==> src/rtl/serial_parallel_chunk_streamer_16_outputs.sv <==
// Frame buffer that fills one element per cycle, then streams 16-lane chunks.
// Define SERIAL_PARALLEL_STREAMER_MIN_PAD_EN to pad with the most negative value.
module serial_parallel_chunk_streamer_16_outputs #(
    parameter int WIDTH       = 8,
    parameter int INDEX_WIDTH = 8,
    parameter int MAX_CHUNKS  = 4
) (
    input  logic                   clk,
    input  logic                   rst,
    input  logic                   wr_valid,
    output logic                   wr_ready,
    input  logic [WIDTH-1:0]       wr_data,
    input  logic                   wr_last,
    output logic                   out_valid,
    input  logic                   out_ready,
    output logic [15:0][WIDTH-1:0] out,
    output logic [15:0]            out_lane_mask,
    output logic [INDEX_WIDTH-1:0] out_base,
    output logic                   out_first,
    output logic                   out_last
);

    localparam int DEPTH = 16 * MAX_CHUNKS;
    localparam int AW    = $clog2(DEPTH);
    localparam int NW    = $clog2(DEPTH + 1);
    localparam int CW    = (MAX_CHUNKS > 1) ? $clog2(MAX_CHUNKS) : 1;

`ifdef SERIAL_PARALLEL_STREAMER_MIN_PAD_EN
    localparam logic [WIDTH-1:0] PAD = {1'b1, {(WIDTH-1){1'b0}}};
`else
    localparam logic [WIDTH-1:0] PAD = '0;
`endif

    typedef enum logic {
        FILL   = 1'b0,
        STREAM = 1'b1
    } state_e;

    state_e           state_q, state_d;
    logic [NW-1:0]    n_q, n_d;
    logic [CW-1:0]    chunk_q, chunk_d;
    logic [WIDTH-1:0] buf_q [DEPTH];
    logic             wr_fire;
    logic             clr;
    logic             final_chunk;
    int               base;

    assign wr_ready    = (state_q == FILL);
    assign out_valid   = (state_q == STREAM);
    assign final_chunk = (int'(chunk_q) == (int'(n_q) + 15) / 16 - 1);

    // State, element count and chunk index registers
    always_ff @(posedge clk or posedge rst) begin
        if (rst) begin
            state_q <= FILL;
            n_q     <= '0;
            chunk_q <= '0;
        end else begin
            state_q <= state_d;
            n_q     <= n_d;
            chunk_q <= chunk_d;
        end
    end

    // Next-state: accept elements in FILL, step chunks on handshake in STREAM
    always_comb begin
        state_d = state_q;
        n_d     = n_q;
        chunk_d = chunk_q;
        clr     = 1'b0;
        wr_fire = (state_q == FILL) && wr_valid;
        unique case (state_q)
            FILL: begin
                if (wr_fire) begin
                    n_d = n_q + NW'(1);
                    if (wr_last || (n_q == NW'(DEPTH - 1))) begin
                        state_d = STREAM;
                    end
                end
            end
            STREAM: begin
                if (out_ready) begin
                    if (final_chunk) begin
                        state_d = FILL;
                        n_d     = '0;
                        chunk_d = '0;
                        clr     = 1'b1;
                    end else begin
                        chunk_d = chunk_q + CW'(1);
                    end
                end
            end
            default: ;
        endcase
    end

    // Element storage; refilled with pad after reset and after each frame
    always_ff @(posedge clk or posedge rst) begin
        if (rst) begin
            for (int i = 0; i < DEPTH; i++) begin
                buf_q[i] <= PAD;
            end
        end else if (clr) begin
            for (int i = 0; i < DEPTH; i++) begin
                buf_q[i] <= PAD;
            end
        end else if (wr_fire) begin
            buf_q[n_q[AW-1:0]] <= wr_data;
        end
    end

    // Chunk view of the buffer; all zero while filling
    always_comb begin
        out           = '0;
        out_lane_mask = '0;
        out_base      = '0;
        out_first     = 1'b0;
        out_last      = 1'b0;
        base          = int'(chunk_q) * 16;
        if (state_q == STREAM) begin
            for (int i = 0; i < 16; i++) begin
                out[i]           = buf_q[AW'(base + i)];
                out_lane_mask[i] = (base + i) < int'(n_q);
            end
            out_base  = INDEX_WIDTH'(base);
            out_first = (chunk_q == '0);
            out_last  = final_chunk;
        end
    end

endmodule
==> config.mk <==
export PLATFORM = sky130hd
export DESIGN_NAME = serial_parallel_chunk_streamer_16_outputs
export DESIGN_NICKNAME = d
export VERILOG_FILES = /design/src/rtl/serial_parallel_chunk_streamer_16_outputs.sv
export SDC_FILE = /design/constraint.sdc
export NUM_CORES = 1
export LEC_CHECK = 0
export ABC_AREA = 1
export CELL_PAD_IN_SITES_DETAIL_PLACEMENT = 2
export CELL_PAD_IN_SITES_GLOBAL_PLACEMENT = 2
export CORE_MARGIN = 1
export CORE_UTILIZATION = 25
export CTS_CLUSTER_SIZE = 30
export DETAILED_ROUTE_END_ITERATION = 12
export GPL_TIMING_DRIVEN = 0
export PLACE_DENSITY_LB_ADDON = 0.1
export SYNTH_ARGS = -nofsm -noshare
export SYNTH_HDL_FRONTEND = slang
export SYNTH_SLANG_ARGS = --single-unit
export TNS_END_PERCENT = 30
==> constraint.sdc <==
create_clock -name clk -period 17.2 [get_ports clk]
set_input_delay 1.72 -clock clk [delete_from_list [all_inputs] [get_ports clk]]
set_output_delay 1.72 -clock clk [all_outputs]
set_load 0.1 [all_outputs]
==> metrics.md, run 1 <==
| Metric | Value |
|---|---|
| Initial antenna violation count | 24 |
| First-pass GRT wire length | about 210000 um |
| Root Driver | clkbuf_16 |
| Largest net degree at the start of global routing | between 100 and 150 |
| Slew headroom | -0.0355% |
| Post-Synthesis Cell Area | about 28000 sq um |
| Reg2Reg Capture Point | buf_q[104] |
| Most frequent CP cell | clkbuf_1 |
| Distinct cells, synth | 33 |
| DRT iter0 DRCs | ~1500 |
| I/O pin cnt | between 150 and 200 |
| DRC | 0 |
| Slew at the pin closest to its max-slew limit | about 1500 ps |
| Commonest non-fill, non-tap cells in the layout | nand2_1 (1111), o21ai_0 (753), dfrtp_1 (522) |
| Gp weighted congestion | just over 0.8 |
| Synth Instances | ~4000 |
| Startpoint Class | flip-flop |
| Hpwl dp | 102000 um |
| DRT Wirelength | about 150000 um |
| CP Cell Sequence | inv_1, clkbuf_1, clkbuf_1, clkbuf_1, o21ai_0, a21oi_1, clkdlybuf4s50_1 |
| Cell Rows | ~120 |
| Fin nets | roughly 4300 |
| Pwr Total | approximately 4.6 mW |
| Cts hold-fix bufs | 0 |
| R2r setup slk | between 10000 and 15000 ps |
| Outcome | finished, violations left |
| Final hold viol count | 0 |
| RSZ-0062 raised after global routing | no |
| Required time of the critical path | about 15000 ps |
| Vias per cell | a little under 5 |
| Arr. time, crit path | 5690 ps |
| Clock sink count | ~520 |
| Syn avg cell area | a little under 7 sq um |
| Starting Density | 25.3% |
| Power Density | between 100 and 150 nW/um^2 |
| Max-cap violations | 2 |
| Minimum clock period | between 7000 and 8000 ps |
| Register bit count reported by yosys | 522 |
| Design area | roughly 34000 sq um |
| Non-Filler Instances | about 5800 |
| Register area share after synthesis | about 47% |
| Most common cell after layout, fill and taps aside | nand2_1 |
| Setup crit start | chunk_q[0] |
| Area grow syn2layout | 22.0% |
| Reg2reg path depth | 16 |
| Avg WL per Cell | ~25 um |
| Max clock buf depth | 3 |
| Post-CTS sizing | 0 |
| Antenna Violating Nets Remaining | 0 |
| TritonCTS clock tree | built |
| Port Buf Inserts | ~160 |
| Die Height | roughly 330 um |
| Placed cell areas | between 30000 and 40000 sq um |
| CTS Buf Count | 74 |
| Core box area | about 110000 sq um |
| CP Class | reg -> out |
| Die area | approximately 110000 sq um |
| Reg-to-Reg Start | n_q[2] |
| Period utilization | 43.1% |
| Max-slew violations | 10 |
| CP Max Fanout | 10 |
| Die Wd | roughly 330 um |
| CTS H-tree depth | 3 |
| Fmax | 135 MHz |
| Placed cells | about 5600 |
| Number of synthesis warnings | 0 |
| Worst Setup End Kind | primary output |
| Setup violations, final | 0 |
| Number of global-route vias before repair | around 29000 |
| Layout cell share with drive strength beyond 1 | under 10% |
| Worst Hold Class | reg -> reg |
| Pre-Repair DR Iteration Count | 5 |
| Clk_skew | 17.0 ps |
| Clock transition at the registers of the reported paths | ~60 ps |
| Failing checks | max-capacitance violations, max-slew violations |
| Max VDD drop | roughly 190 uV |
| Worst-Skew Late Latency | ~650 ps |
| GRT Residual Overflow | 0 |
| Leakage dissipation | between 15 and 20 nW |
| Post-CTS Setup Inserts | 0 |
| Slowest CP cell | clkdlybuf4s50_1 |
| Critical Path Sink | out[127] |
| Vias | 27800 |
| Worst path max stage delay | 1200 ps |
| GRT Total Usage | 26.3% |
| Fill count | around 13000 |
==> cells in the mapped netlist <==
| library cell | count | area, sq um |
|---|---|---|
| and3_1 | 1 | 6.26 |
| conb_1 | 1 | 3.75 |
| nand3_1 | 33 | 165 |
| o211ai_1 | 8 | 60.1 |
| nand3b_1 | 2 | 15.0 |
| a31oi_1 | 1 | 6.26 |
| nand3_2 | 1 | 10.0 |
| buf_2 | 62 | 310 |
| nor3_2 | 1 | 10.0 |
| nor2_2 | 10 | 62.6 |
| nor4_4 | 2 | 42.5 |
| nor4_2 | 2 | 25.0 |
| ha_1 | 8 | 100 |
| clkbuf_1 | 196 | 736 |
| o21a_1 | 1 | 7.51 |
| buf_1 | 14 | 52.6 |
| inv_1 | 486 | 1820 |
| nor2_4 | 2 | 22.5 |
| a21oi_1 | 172 | 861 |
| nand2_1 | 1111 | 4170 |
| nand2_2 | 1 | 6.26 |
| or2_2 | 1 | 6.26 |
| xor2_1 | 1 | 8.76 |
| clkinv_1 | 1 | 3.75 |
| o31ai_1 | 1 | 7.51 |
| dfrtp_1 | 522 | 13100 |
| nor2_1 | 472 | 1770 |
| o21ai_1 | 12 | 60.1 |
| buf_4 | 8 | 60.1 |
| inv_2 | 97 | 364 |
| nand4_1 | 2 | 12.5 |
| nor3_1 | 2 | 10.0 |
| o21ai_0 | 753 | 3770 |
==> worst max-delay path: cells and delay by family, from the launching register on <==
| kind | cells | cell delay, ps |
|---|---|---|
| AOI/OAI and AO/OA | 2 | 620 |
| buffers and inverters | 5 | 3940 |
| DFF | 1 | 450 |
==> sequential cells by signal, indices dropped and copies added, names as in the netlist <==
signal and flops:
buf_q 512, out_valid 1, chunk_q 2, n_q 7
==> logic make-up (layout without fill, tap and decap cells) <==
kind of cell               Yosys count  after routing  synth area share, %
adders and majority gates            8              8                0.362
xor gates and xnor gates             1              1               0.0317
other                                1             16               0.0136
AOI/OAI and AO/OA                  948            948                 17.3
buffers and inverters              864           1165                 12.1
and+or+nand+nor                   1643           1643                 22.9
DFF                                522            522                 47.3
==> layout make-up <==
type | count | area (sq um) | area share, %
flip-flops and latches | 522 | 13100 | 38.7
diodes | 10 | 25.0 | 0.0742
clock buffers | 119 | 2220 | 6.59
plain buffers | 280 | 1190 | 3.53
multi-input cells | 2606 | 11200 | 33.3
inverters | 584 | 2200 | 6.52
repair buffers | 170 | 1820 | 5.39
clock inverters | 12 | 124 | 0.367
well taps | 1476 | 1850 | 5.48
==> layer usage <==
metal | vias up | global-route usage [%] | wire, um
li1 | 12800 | - | -
met2 | 534 | 42.4 | 67600
met1 | 14300 | 36.6 | 68800
met4 | 2 | 7.57 | 4370
met5 | - | 0 | 13
met3 | 184 | 3.26 | 6150
==> report_power, final <==
group	internal (mW)	leakage (nW)	switching, mW
clock	0.910	1.15	0.637
sequential	1.23	7.09	0.00243
combinational	0.341	9.60	1.47
total	2.48	17.8	2.11
==> through the flow <==
step | hold slack, ps | setup slack (ps) | util, % | TNS [ps]
floorplan | 532 | 897 | - | 0
finish | 577 | 9790 | 30.9 | 0
detailed placement | 562 | 10310 | 28.7 | 0
CTS | 581 | 9580 | 30.9 | 0
global placement | 544 | -9080 | 28.5 | -4679850
global route | 606 | 9610 | 30.9 | 0
==> how the worst min path moves through the flow <==
stage / start / to / slack, ps / depth (start not counted)
2_1_floorplan: n_q[5] / n_q[5] / 530 / 2
3_3_place_gp: buf_q[315] / buf_q[315] / 540 / 4
3_5_place_dp: buf_q[102] / buf_q[102] / 560 / 4
4_1_cts: buf_q[308] / buf_q[308] / 580 / 4
5_1_grt: buf_q[300] / buf_q[300] / 610 / 4
6_report: buf_q[86] / buf_q[86] / 580 / 4
No activity file was read; power rests on OpenSTA's default activity.
==> inputs of run 2 (changes only) <==
==> constraint.sdc (replaced) <==
create_clock -name clk -period 7.8 [get_ports clk]
set_input_delay 0.78 -clock clk [delete_from_list [all_inputs] [get_ports clk]]
set_output_delay 0.78 -clock clk [all_outputs]
set_load 0.1 [all_outputs]
==> metrics.md, run 2 (synthesized netlist as in run 1, its figures left out) <==
| Metric | Value |
|---|---|
| Core box area | 109000 sq um (unchanged) |
| Post-CTS Setup Inserts | 0 (unchanged) |
| Die Wd | 334 um (unchanged) |
| Layout cell share with drive strength beyond 1 | 7.64% (was 7.59%) |
| Fin nets | 4267 (was 4259) |
| Max clock buf depth | 3 (unchanged) |
| Met1 usage in global routing | 36.9% (was 36.6%) |
| Vias | 27900 (was 27800) |
| Max reg flops | 512 (unchanged) |
| Cts hold-fix bufs | 0 (unchanged) |
| Setup violations, final | 0 (unchanged) |
| Max-cap violations | 0 (was 2) |
| Max VDD drop | 274 uV (was 191 uV) |
| Slew at the pin closest to its max-slew limit | 1480 ps (was 1500 ps) |
| Worst Hold Class | reg -> reg (unchanged) |
| Slack of the critical path | 1060 ps (was 9790 ps) |
| Worst-Skew Late Latency | 640 ps (was 650 ps) |
| Slew headroom | 1.34% (was -0.0355%) |
| First-pass GRT wire length | 212000 um (was 211000 um) |
| CTS Buf Count | 72 (was 74) |
| GR Util met2 | 42.9% (was 42.4%) |
| Startpoint Class | flip-flop (unchanged) |
| Design area | 33800 sq um (was 33700 sq um) |
| Power Density | 297 nW/um^2 (was 136 nW/um^2) |
| Post-CTS sizing | 0 (unchanged) |
| Leakage dissipation | 17.9 nW (was 17.8 nW) |
| Gp weighted congestion | 0.814 (was 0.813) |
| Max-slew violations | 0 (was 10) |
| Non-Filler Instances | 5780 (was 5779) |
| Fill count | 13000 (about the same) |
| Busiest grt layer | met2 (unchanged) |
| Most common cell after layout, fill and taps aside | nand2_1 (unchanged) |
| Vias per cell | 4.82 (was 4.81) |
| DRC | 0 (unchanged) |
| TritonCTS clock tree | built (unchanged) |
| CTS H-tree depth | 3 (unchanged) |
| I/O pin cnt | 169 (unchanged) |
| Pwr Total | 10.0 mW (was 4.59 mW) |
| DRT Wirelength | 147000 um (about the same) |
| DP Worst Slack | 1800 ps (was 10310 ps) |
| Commonest non-fill, non-tap cells in the layout | nand2_1 (1111), o21ai_0 (753), dfrtp_1 (522) (unchanged) |
| Hpwl dp | 103000 um (was 102000 um) |
| Initial antenna violation count | 21 (was 24) |
| Number of global-route vias before repair | 29400 (was 29100) |
| Starting Density | 25.3% (unchanged) |
| GRT Total Usage | 26.4% (was 26.3%) |
| Setup TNS | 0 ps (unchanged) |
| Minimum clock period | between 6000 and 7000 ps |
| Worst Setup End Kind | primary output (unchanged) |
| Port Buf Inserts | 162 (unchanged) |
| Antenna Violating Nets Remaining | 0 (unchanged) |
| Most flops, register | buf_q (unchanged) |
| Die area | 112000 sq um (unchanged) |
| Clock transition at the registers of the reported paths | 60 ps (about the same) |
| CP Max Fanout | 10 (unchanged) |
| Fmax | ~150 MHz |
| CP Class | reg -> out (unchanged) |
| Cell Rows | 121 (unchanged) |
| Largest net degree at the start of global routing | 37 (was 101) |
| Clk_skew | 19.5 ps (was 17.0 ps) |
| DRT iter0 DRCs | 1624 (was 1510) |
| Period utilization | between 80% and 90% |
| GRT Residual Overflow | 0 (unchanged) |
| Final hold viol count | 0 (unchanged) |
| Required time of the critical path | 7020 ps (was 15480 ps) |
| Placed cell areas | 31500 sq um (was 31400 sq um) |
| Avg WL per Cell | 25.5 um (was 25.4 um) |
| Pre-Repair DR Iteration Count | 5 (unchanged) |
| Die Height | 334 um (unchanged) |
| Top flop regs | buf_q (512), n_q (7), chunk_q (2) (unchanged) |
| Area grow syn2layout | 22.3% (was 22.0%) |
| RSZ-0062 raised after global routing | no (unchanged) |
| Clock sink count | 522 (unchanged) |
| Grt met3 use | 2.74% (was 3.26%) |
| R2r setup slk | 4030 ps (was 13540 ps) |
| Placed cells | 5647 (was 5638) |
| Root Driver | clkbuf_16 (unchanged) |
| Outcome | complete, no violations (was finished, violations left) |
| Arr. time, crit path | 5960 ps (was 5690 ps) |
run 2: changes by cell type in the layout (fill, tap and decap cells not counted), moves of 2 or more:
| cell | previous run | this run |
|---|---|---|
| buf_12 | 0 | 16 |
| buf_16 | 6 | 0 |
| clkbuf_1 | 197 | 193 |
| clkbuf_16 | 75 | 73 |
| clkbuf_2 | 25 | 23 |
| diode_2 | 10 | 13 |
| inv_6 | 3 | 0 |
run 2: layout make-up:
cell class / instances / area, sq um / area share [%]
Antenna cell: 13 / 32.5 / 0.0963
Multi-Input combinational cell: 2606 / 11200 / 33.3
Clock buffer: 110 / 2140 / 6.32
Clock inverter: 9 / 120 / 0.355
Tap cell: 1476 / 1850 / 5.47
Sequential cell: 522 / 13100 / 38.7
Buffer: 280 / 1190 / 3.51
Timing Repair Buffer: 180 / 1970 / 5.84
Inverter: 584 / 2200 / 6.50
run 2: power by group:
group | internal, mW | total, mW | leakage, nW | switching [mW]
clock | 1.97 | 3.32 | 1.11 | 1.36
sequential | 2.71 | 2.72 | 7.09 | 0.00587
combinational | 0.760 | 4.01 | 9.66 | 3.25
run 2: routing by layer:
metal | up-vias | part of all wire [%]
met3 | 164 | 3.8
met2 | 542 | 46
met1 | 14400 | 47
li1 | 12800 | -
met5 | - | 0
met4 | 0 | 2.8
run 2: worst paths after layout:
kind                                   end  startpoint  depth (start not counted)
max in group asynchronous        buf_q[63]         rst                          8
worst min register to register  buf_q[124]  buf_q[124]                          4
worst max register to register  chunk_q[1]  chunk_q[0]                          7
worst max-delay path              out[127]  chunk_q[0]                          7
min in group asynchronous       buf_q[120]         rst                          2
worst min-delay path            buf_q[124]  buf_q[124]                          4
run 2: worst max-delay path, stage by stage (launching register included):
cell	delay, ps
dfrtp_1	450
inv_1	100
clkbuf_1	980
clkbuf_1	1050
clkbuf_1	820
o21ai_0	310
a21oi_1	380
clkdlybuf4s50_1	1200
run 2: through the flow:
step	hold slack, ps	util [%]
final	567	31.0
after CTS	575	30.9
after detailed placement	562	28.8
after global routing	608	30.9
after floorplan	532	-
after global placement	546	28.5
==> inputs of run 3 (changes only) <==
--- a/config.mk
+++ b/config.mk
@@ -13,7 +13,8 @@
 export CTS_CLUSTER_SIZE = 30
 export DETAILED_ROUTE_END_ITERATION = 12
 export GPL_TIMING_DRIVEN = 0
-export PLACE_DENSITY_LB_ADDON = 0.1
+export PLACE_DENSITY = 0.65
+export SKIP_CTS_REPAIR_TIMING = 1
 export SYNTH_ARGS = -nofsm -noshare
 export SYNTH_HDL_FRONTEND = slang
 export SYNTH_SLANG_ARGS = --single-unit
==> metrics.md, run 3 (synthesized netlist as in run 1, its figures left out) <==
| Metric | Value |
|---|---|
| Outcome | finished, violations left (was complete, no violations) |
| Failing checks | max-capacitance violations, max-slew violations |
| Initial antenna violation count | 16 (was 21) |
| Max reg flops | 512 (unchanged) |
| Minimum clock period | 6610 ps (was 6740 ps) |
| CTS H-tree depth | 3 (unchanged) |
| CTS Buf Count | 70 (was 72) |
| Max-slew violations | 32 (was 0) |
| Required time of the critical path | 7020 ps (about the same) |
| DP Worst Slack | 1890 ps (was 1800 ps) |
| Clock power frac | 33.9% (was 33.1%) |
| Busiest grt layer | met2 (unchanged) |
| Fmax | 151 MHz (was 148 MHz) |
| Power Density | 299 nW/um^2 (was 297 nW/um^2) |
| Number of global-route vias before repair | 29200 (was 29400) |
| Slew at the pin closest to its max-slew limit | 1590 ps (was 1480 ps) |
| Sw Ratio | 45.9% (about the same) |
| Final hold viol count | 0 (unchanged) |
| Most common cell after layout, fill and taps aside | nand2_1 (unchanged) |
| Pwr Total | 10.2 mW (was 10.0 mW) |
| Port Buf Inserts | 162 (unchanged) |
| Core box area | 109000 sq um (unchanged) |
| Sequential Power Share | 26.8% (was 27.0%) |
| Worst-Skew Late Latency | 650 ps (was 640 ps) |
| Switch Pwr | 4.66 mW (was 4.61 mW) |
| DRT Wirelength | 144000 um (was 147000 um) |
| Pre-Repair DR Iteration Count | 5 (unchanged) |
| Hpwl dp | 100000 um (was 103000 um) |
| Comb pwr share | 39.3% (was 39.9%) |
| DRT iter0 DRCs | 1604 (was 1624) |
| Leakage dissipation | 17.9 nW (about the same) |
| Die Height | 334 um (unchanged) |
| Max VDD drop | 293 uV (was 274 uV) |
| Met1 usage in global routing | 34.7% (was 36.9%) |
| Clk_skew | 28.5 ps (was 19.5 ps) |
| GR Util met2 | 42.3% (was 42.9%) |
| Placed cell areas | 31500 sq um (about the same) |
| Period utilization | 84.7% (was 86.4%) |
| Area grow syn2layout | 22.7% (was 22.3%) |
| Core Util, Final | 31.1% (was 31.0%) |
| Most flops, register | buf_q (unchanged) |
| Top flop regs | buf_q (512), n_q (7), chunk_q (2) (unchanged) |
| Gp weighted congestion | 0.858 (was 0.814) |
| Cell Rows | 121 (unchanged) |
| Avg WL per Cell | 25.0 um (was 25.5 um) |
| Design area | 33900 sq um (was 33800 sq um) |
| Antenna Violating Nets Remaining | 0 (unchanged) |
| Vias | 28000 (was 27900) |
| GRT Residual Overflow | 0 (unchanged) |
| Die area | 112000 sq um (unchanged) |
| Internal power | 5.49 mW (was 5.44 mW) |
| Max clock buf depth | 3 (unchanged) |
| RSZ-0062 raised after global routing | no (unchanged) |
| Slack of the critical path | 1190 ps (was 1060 ps) |
| Die Wd | 334 um (unchanged) |
| Root Driver | clkbuf_16 (unchanged) |
| Clock sink count | 522 (unchanged) |
| Largest net degree at the start of global routing | 37 (unchanged) |
| Max-cap violations | 6 (was 0) |
| Startpoint Class | flip-flop (unchanged) |
| Fin nets | 4265 (was 4267) |
| Setup violations, final | 0 (unchanged) |
| Reg-to-Reg Start | chunk_q[0] (unchanged) |
| Slew headroom | -6.26% (was 1.34%) |
| Worst Hold Class | in -> async (was reg -> reg) |
| Setup crit start | chunk_q[0] (unchanged) |
| TritonCTS clock tree | built (unchanged) |
| Starting Density | 25.3% (unchanged) |
| DRC | 0 (unchanged) |
| I/O pin cnt | 169 (unchanged) |
| CP Max Fanout | 10 (unchanged) |
| Arr. time, crit path | 5830 ps (was 5960 ps) |
| CP Class | reg -> out (unchanged) |
| Layout cell share with drive strength beyond 1 | 7.74% (was 7.64%) |
| GRT Total Usage | 25.6% (was 26.4%) |
| Worst Setup End Kind | primary output (unchanged) |
| Grt met3 use | 3.56% (was 2.74%) |
| First-pass GRT wire length | 207000 um (was 212000 um) |
| Vias per cell | 4.84 (was 4.82) |
| Clock transition at the registers of the reported paths | 60 ps (about the same) |
| Commonest non-fill, non-tap cells in the layout | nand2_1 (1111), o21ai_0 (753), dfrtp_1 (522) (unchanged) |
-- run 3: changes by cell type in the layout (fill, tap and decap cells not counted), moves of 3 or more --
| cell | change |
|---|---|
| clkbuf_1 | +4 |
| clkbuf_16 | -3 |
| clkbuf_2 | -7 |
| clkinv_8 | +5 |
| diode_2 | -8 |
-- run 3: metal layers --
metal,vias up,wire (um)
met2,571,67900
met4,0,4050
met1,14400,66200
li1,12800,-
met5,-,0
met3,189,6240
-- run 3: final timing paths --
| path | to | slack, ps | cells past startpoint |
|---|---|---|---|
| setup / recovery | out[5] | 1190 | 7 |
| hold / removal | buf_q[361] | 460 | 2 |
| setup reg to reg | chunk_q[1] | 4110 | 7 |
| hold reg to reg | buf_q[15] | 570 | 4 |
| max in group asynchronous | buf_q[191] | 5630 | 8 |
| min in group clk | buf_q[15] | 570 | 4 |
-- run 3: cell type report --
cell class | instances | area, sq um
antenna | 5 | 12.5
buffer | 280 | 1180
clock buffer | 106 | 2080
clock inverter | 22 | 304
fill | 12900 | 75300
inverter | 584 | 2200
multi-input combinational | 2606 | 11200
sequential | 522 | 13100
tap | 1476 | 1850
timing repair buffer | 180 | 1980
-- run 3: power by group through the flow --
stage	sequential [mW]	combinational [mW]	clock, mW
floorplan	2.77	2.74	0
global placement	2.77	3.99	0
detailed placement	2.77	4.02	0
CTS	2.72	4.03	3.51
global route	2.72	4.14	3.59
finish	2.72	3.99	3.44
-- run 3: critical path: stages (launching register included) --
cell,delay [ps]
dfrtp_1,440
inv_1,100
clkbuf_1,1040
clkbuf_1,950
clkbuf_1,800
o21ai_0,370
a21oi_1,270
clkdlybuf4s50_1,1190
-- run 3: metrics by stage --
step | hold WS [ps] | instances | TNS (ps)
after floorplan | 532 | 3992 | -37690
after global placement | 546 | 5630 | -2633020
after detailed placement | 561 | 5648 | 0
after CTS | 425 | 5776 | 0
after global routing | 454 | 5776 | 0
final | 459 | 5781 | 0
